File: src/rtl/status_cond_if.sv
// Bundle between the EX/ID pipeline control and the NZCV status/condition unit.
// The pipeline drives the master side; status_cond_unit sits on the slave side.
interface status_cond_if #(
    parameter int CNT_W = 16
);
    logic [3:0]       statusIn;
    logic             sUpdate;
    logic             freeze;
    logic             flush;
    logic [3:0]       cond;
    logic             condValid;
    logic [3:0]       status;
    logic             carryOut;
    logic             condPass;
    logic             condHazard;
    logic             exCondPass;
    logic [CNT_W-1:0] squashCnt;

    modport master (
        output statusIn, sUpdate, freeze, flush, cond, condValid,
        input  status, carryOut, condPass, condHazard, exCondPass, squashCnt
    );

    modport slave (
        input  statusIn, sUpdate, freeze, flush, cond, condValid,
        output status, carryOut, condPass, condHazard, exCondPass, squashCnt
    );
endinterface

File: src/rtl/status_cond_unit.sv
// Architectural NZCV register, ARM condition evaluation for the ID instruction,
// and the registered ID/EX pass bit plus a squashed-instruction counter.
module status_cond_unit #(
    parameter int BYPASS = 1,
    parameter int CNT_W  = 16
) (
    input  logic          clk,
    input  logic          rst,
    status_cond_if.slave  bus
);

    logic [3:0]       status_p1;
    logic             ex_pass_p1;
    logic [CNT_W-1:0] squash_cnt_p1;

    logic [3:0]       flags_eff;
    logic             pass_p0;
    logic             hazard_p0;

    // Flag order is {N,Z,C,V}.
    function automatic logic cond_eval(input logic [3:0] c, input logic [3:0] f);
        logic n, z, cy, v, r;
        n  = f[3];
        z  = f[2];
        cy = f[1];
        v  = f[0];
        r  = 1'b0;
        case (c)
            4'b0000: r = z;
            4'b0001: r = !z;
            4'b0010: r = cy;
            4'b0011: r = !cy;
            4'b0100: r = n;
            4'b0101: r = !n;
            4'b0110: r = v;
            4'b0111: r = !v;
            4'b1000: r = cy & !z;
            4'b1001: r = !cy | z;
            4'b1010: r = (n == v);
            4'b1011: r = (n != v);
            4'b1100: r = !z & (n == v);
            4'b1101: r = z | (n != v);
            4'b1110: r = 1'b1;
            default: r = 1'b0;
        endcase
        return r;
    endfunction

    // ID stage: the in-flight EX result wins over the stored flags when bypassing.
    always_comb begin
        flags_eff = status_p1;
        hazard_p0 = 1'b0;
        if (BYPASS != 0) begin
            if (bus.sUpdate)
                flags_eff = bus.statusIn;
        end else begin
            hazard_p0 = bus.condValid & bus.sUpdate & (bus.cond != 4'b1110);
        end
        pass_p0 = bus.condValid & cond_eval(bus.cond, flags_eff);
    end

    // ID/EX boundary; freeze holds everything, flush only bubbles the ID result.
    always_ff @(posedge clk or posedge rst) begin
        if (rst) begin
            status_p1     <= 4'b0000;
            ex_pass_p1    <= 1'b0;
            squash_cnt_p1 <= '0;
        end else if (!bus.freeze) begin
            if (bus.sUpdate)
                status_p1 <= bus.statusIn;
            ex_pass_p1 <= (bus.flush | hazard_p0) ? 1'b0 : pass_p0;
            if (!bus.flush && !hazard_p0 && bus.condValid && !pass_p0)
                squash_cnt_p1 <= squash_cnt_p1 + CNT_W'(1);
        end
    end

    assign bus.status     = status_p1;
    assign bus.carryOut   = status_p1[1];
    assign bus.condPass   = pass_p0;
    assign bus.condHazard = hazard_p0;
    assign bus.exCondPass = ex_pass_p1;
    assign bus.squashCnt  = squash_cnt_p1;

endmodule

File: src/flat_wrapper.sv
// flat-port wrapper written by rule: the top's interface ports become plain ports
module status_cond_unit_flat 
#(
    parameter int BYPASS = 1,
    parameter int CNT_W  = 16
)
  (clk, rst, bus_statusIn, bus_sUpdate, bus_freeze, bus_flush, bus_cond, bus_condValid, bus_status, bus_carryOut, bus_condPass, bus_condHazard, bus_exCondPass, bus_squashCnt);
  status_cond_if #(.CNT_W(CNT_W)) bus_i ();
  input  logic clk;
  input  logic rst;
  input wire logic [$bits(bus_i.statusIn)-1:0] bus_statusIn;
  input wire logic [$bits(bus_i.sUpdate)-1:0] bus_sUpdate;
  input wire logic [$bits(bus_i.freeze)-1:0] bus_freeze;
  input wire logic [$bits(bus_i.flush)-1:0] bus_flush;
  input wire logic [$bits(bus_i.cond)-1:0] bus_cond;
  input wire logic [$bits(bus_i.condValid)-1:0] bus_condValid;
  output wire logic [$bits(bus_i.status)-1:0] bus_status;
  output wire logic [$bits(bus_i.carryOut)-1:0] bus_carryOut;
  output wire logic [$bits(bus_i.condPass)-1:0] bus_condPass;
  output wire logic [$bits(bus_i.condHazard)-1:0] bus_condHazard;
  output wire logic [$bits(bus_i.exCondPass)-1:0] bus_exCondPass;
  output wire logic [$bits(bus_i.squashCnt)-1:0] bus_squashCnt;
  assign bus_i.statusIn = bus_statusIn;
  assign bus_i.sUpdate = bus_sUpdate;
  assign bus_i.freeze = bus_freeze;
  assign bus_i.flush = bus_flush;
  assign bus_i.cond = bus_cond;
  assign bus_i.condValid = bus_condValid;
  assign bus_status = bus_i.status;
  assign bus_carryOut = bus_i.carryOut;
  assign bus_condPass = bus_i.condPass;
  assign bus_condHazard = bus_i.condHazard;
  assign bus_exCondPass = bus_i.exCondPass;
  assign bus_squashCnt = bus_i.squashCnt;
  status_cond_unit #(.BYPASS(BYPASS), .CNT_W(CNT_W)) u_core (.clk(clk), .rst(rst), .bus(bus_i));
endmodule
File: config.mk
export PLATFORM = sky130hd
export DESIGN_NAME = status_cond_unit_flat
export DESIGN_NICKNAME = d
export VERILOG_FILES = /design/src/rtl/status_cond_if.sv /design/src/rtl/status_cond_unit.sv /design/src/flat_wrapper.sv
export SDC_FILE = /design/constraint.sdc
export NUM_CORES = 1
export LEC_CHECK = 0
export ABC_CLOCK_PERIOD_IN_PS = 3000
export CORE_MARGIN = 10
export CORE_UTILIZATION = 40
export CTS_CLUSTER_SIZE = 25
export DETAILED_ROUTE_END_ITERATION = 6
export PLACE_DENSITY = 0.7
export SLEW_MARGIN = 40
export SYNTH_ARGS = -nofsm -noshare
export SYNTH_HDL_FRONTEND = slang
export SYNTH_SLANG_ARGS = --single-unit
export TNS_END_PERCENT = 50
File: constraint.sdc
create_clock -name clk -period 3 [get_ports clk]
set_clock_uncertainty 0.05 [all_clocks]
set_input_delay 0.45 -clock clk [delete_from_list [all_inputs] [get_ports clk]]
set_output_delay 0.45 -clock clk [all_outputs]
set_load 0.02 [all_outputs]
Word level (Yosys, flattened, before mapping)
Cells that the tools add are included.
{"block": "op_classes", "addsub": 1, "multipliers": 0, "div": 0, "n_lt_le_gt_ge": 0, "n_eq_ne": 16, "n_shift": 0, "mux": 3, "n_bitwise": 6, "reduce_logical": 10}
{"cell": "$eq 4x4->1 const B", "count": 7}
{"cell": "$add 16x1->16 const B", "count": 1}
{"cell": "$eq 4x3->1 const B", "count": 4}
{"cell": "$pmux 1 s15", "count": 1}
{"cell": "$eq 4x2->1 const B", "count": 2}
{"cell": "$logic_not 1->1", "count": 6}
{"cell": "$eq 4x1->1 const B", "count": 1}
{"cell": "$logic_not 4->1", "count": 1}
{"cell": "$mux 4", "count": 1}
{"cell": "$and 1x1->1", "count": 3}
{"cell": "$logic_and 1x1->1", "count": 2}
{"cell": "$or 1x1->1", "count": 2}
{"cell": "$reduce_and 2->1", "count": 1}
{"cell": "$eq 1x1->1", "count": 1}
{"cell": "$mux 1", "count": 1}
{"cell": "$ne 1x1->1", "count": 1}
{"cell": "$not 1->1", "count": 1}
{"block": "word_totals", "regBits": 21, "latch_bits": 0, "mem_bits_rw": 0, "mem_bits_ro": 0, "wordCells": 39, "memories": 0}

Longest topological paths before layout
{"block": "logic_depth", "depth_word": 8, "mapped_depth": 9, "mapped_depth_nobuf": 7}

Least setup slack after synthesis
No wires, ideal clock.
{"block": "synth_path", "path_kind": "input port to output port", "startpoint": "input bus_sUpdate", "endpoint": "output bus_condPass", "arrival_time_ns": 1.889, "path_slack_ns": 0.611, "path_stages": 7, "path_buffers": 2, "path_cell_list": "buf_6 -> mux4_2 -> nor2_1 -> a21oi_1 -> o2111a_2 -> a21oi_4 -> buf_8"}
{"block": "synth_between", "elab_chain_len": 5}
{"element": "start, declared", "line": "flat_wrapper.sv:12", "rtl": "input wire logic [$bits(bus_i.sUpdate)-1:0] bus_sUpdate;"}
{"element": "$mux 4 (*)", "line": "status_cond_unit.sv:54", "rtl": "if (bus.sUpdate)"}
{"element": "$ne 1x1->1 (tied with other cells)", "line": "status_cond_unit.sv:40, status_cond_unit.sv:42"}
{"element": "$or 1x1->1 (tied with other cells)", "line": "status_cond_unit.sv:42", "rtl": "4'b1101: r = z | (n != v);"}
{"element": "$pmux 1 s15 (*)", "line": "status_cond_unit.sv:28", "rtl": "case (c)"}
{"element": "$and 1x1->1 (*)", "line": "status_cond_unit.sv:59", "rtl": "pass_p0 = bus.condValid & cond_eval(bus.cond, flags_eff);"}
{"element": "end, declared", "line": "flat_wrapper.sv:19", "rtl": "output wire logic [$bits(bus_i.condPass)-1:0] bus_condPass;"}
Every way passes the cells marked *; elsewhere a longest branch is shown, timed or not.

Worst setup path in the final report
Ends and elaborated chain as after synthesis.

==> flow_summary.yaml <==
run_status:
  status: "finished, final reports clean"
synthesis:
  synth.most_common_cell: "dfrtp_1"
  netlist.area_leader.share_pct: 40.42
  synthArstFlopShare_pct: 100.0
  synth.area.mux_share_pct: 13.67
  synth_cell_types: 39
  synth_nets: 137
  synthFlopType: "dfrtp_1"
  yosys.area_share.simple_pct: 21.66
  yosysTopAreaCell: "dfrtp_1"
  seq_area_frac_synth_pct: 40.42
  yosys_warnings: 0
  synth_cells: 122
  avgSynthCellArea_um2: 10.66
  synth-compound-area-share_pct: 5.967
  synth_area_leaders: "dfrtp_1 (40%), xor2_1 (7.4%), mux2_2 (5.2%)"
  syn_area_um2: 1300
  synth_commonest_cells: "dfrtp_1 (21), xor2_1 (11), nand2_1 (9)"
  synth_xor_area_share_pct: 11.45
  synth-seq-cells: 21
  synth-edff-count: 0
  synth_top_family_by_area: "simple AND/OR/NAND/NOR gates"
  yosys.area_share.adder_pct: 0.9625
placed_design:
  port_buffers: 36
  dpl_worst_slack_ps: -270.4
  dp_hpwl_um: 2472
  place.gp.congestion: 0.7878
route:
  vias: 1040
  avgViaCountPerCell: 5.073
  drt_iter0_drc: 22
  routed_wl_um: 3251
  ant_nets: 0
  wl_per_cell_um: 15.86
  firstDrtPassIters: 4
  drc: 0
floorplan:
  pin_count: 38
  start_util_pct: 42.24
  die_area_um2: 5931
  core_area_um2: 3078
  die_w_um: 77.01
  fp.dieH_um: 77.01
  num_rows: 20
clocking:
  cts_setup_buffers: 0
  clockRootBuffer: "clkbuf_4"
  h-tree-depth: 1
  clockBufferDepth: 2
  cts_sinks: 21
  ctsHoldBuffers: 0
  clk_pin_slew_ps: 130
  cts_inserted_buffers: 3
  cts_tree: "done"
  clk_latency_ps: 310
timing:
  post-route-period-util_pct: 94.58
  rsz0062_at_grt: "false"
  whs_ps: 401.5
  setup-tns-final_ps: 0
  timing.fmax_mhz: 352.4
  worst_slack_ps: 162.5
  setup_violations: 0
  layout_min_cycle_time_ps: 2838
  slew_viol_final: 0
  hold_violations: 0
setup_path:
  crit_arrival_ps: 2340
  cp.required_ps: 2500
  criticalPathCategory: "input pin to output pin"
  critPathLaunchType: "input pin"
  endpoint_kind: "output pin"
  crit_path_max_fanout: 7
hold_path:
  min_path_type: "input pin to asynchronous set/reset pin"
global_routing:
  grt_pass1_vias: 1078
  overflow: 0
  track_usage_pct: 10.84
  antenna_found_initial: 0
  grt_max_degree: 22
  grt_pass1_wl_um: 5375
flow_run:
  max_cap_viol_count: 0
power:
  power_density_nw_per_um2: 475.7
  peakVddDrop_mv: 0.2763
  total_power_uw: 822.5
  p_leak_uw: 0.0007619
finish:
  seqCellArea_um2: 525.5
  multi_input_area_um2: 701.9
  final.fill_count: 284
  antennaDiodeCount: 0
  nets: 177
  layout-drive-gt1-share_pct: 20.50
  syn2layout_area_growth_pct: 33.01
## placed cells by master (no fill, tap or decap), types with 2 or more instances in the layout
| cell type | count |
|---|---|
| clkdlybuf4s50_1 | 35 |
| dfrtp_1 | 21 |
| xor2_1 | 11 |
| nand2_1 | 9 |
| nor2_1 | 7 |
| xnor2_1 | 6 |
| mux2_2 | 6 |
| buf_4 | 6 |
| nor3b_1 | 5 |
| mux2i_1 | 5 |
| nor3_2 | 5 |
| inv_1 | 4 |
| nand4_1 | 3 |
| nand3_1 | 3 |
| nor3_1 | 3 |
| clkbuf_4 | 3 |
| a21oi_1 | 2 |
| mux4_2 | 2 |
| nand2b_1 | 2 |
| o21ai_0 | 2 |
| or2_2 | 2 |
## metrics by stage
| step | util (%) | std cells | cell area (µm²) |
|---|---|---|---|
| after global routing | 56.18 | 205 | 1729 |
| after global placement | 55.45 | 201 | 1707 |
| after detailed placement | 55.45 | 201 | 1707 |
| after floorplan | - | 122 | 1300 |
| final | 56.18 | 205 | 1729 |
| after CTS | 56.34 | 205 | 1734 |
## final cells by class
class	count	share of cell area, %
Sequential cell	21	30.39
Tap cell	44	3.184
Timing Repair Buffer	42	23.15
Multi-Input combinational cell	89	40.59
Clock inverter	1	0.2894
Clock buffer	3	1.302
Inverter	5	1.085
## worst max-delay path: stages
cell,delay [ps]
clkdlybuf4s50_1,540
buf_4,190
mux4_2,490
a21oi_1,190
o2111a_2,230
a21oi_4,60
clkbuf_2,180
## path summary, 6_finish.rpt
check                      slack (ps)                       end                      from  cells after the start
setup / recovery                  160              bus_condPass               bus_sUpdate                      7
hold / removal                    400   u_core.bus.squashCnt[8]                       rst                      2
setup reg to reg                  590   u_core.bus.squashCnt[1]      u_core.bus.status[1]                      8
hold reg to reg                   430  u_core.bus.squashCnt[15]  u_core.bus.squashCnt[15]                      1
max in group asynchronous        2190      u_core.bus.status[3]                       rst                      2
min in group clk                  430  u_core.bus.squashCnt[15]  u_core.bus.squashCnt[15]                      1
## cell families (layout without fill, tap and decap cells)
group,after synthesis,in the layout
AO/OA/AOI/OAI,10,10
multiplexers,14,14
AND/OR/NAND/NOR,46,46
other,1,1
buffers and inverters,12,51
flip-flops,21,21
XOR/XNOR,17,17
adder cells (fa/ha/maj),1,1
## report_power, final
part	internal, µW	switching, µW
logic	163	148
registers	322	46.9
clock network	49.7	92.7
## per-layer routing
layer	part of all wire, %	global-route usage [%]	wire (µm)
met3	9.4	4.779	305
met5	0	0	0
met4	0	2.190	0
met1	47	14.78	1526
met2	44	15.35	1418
## what timing repair did
item	in CTS	in global routing
gates resized for setup	2	1
endpoints found under the setup margin	1	1
hold endpoints to repair	0	0
## sequential cells by signal, summed over array words and instances (netlist names)
| name | count |
|---|---|
| u_core.bus.status | 4 |
| u_core.bus.squashCnt | 16 |
| u_core.bus.exCondPass | 1 |
No activity file was read; power rests on OpenSTA's default activity.
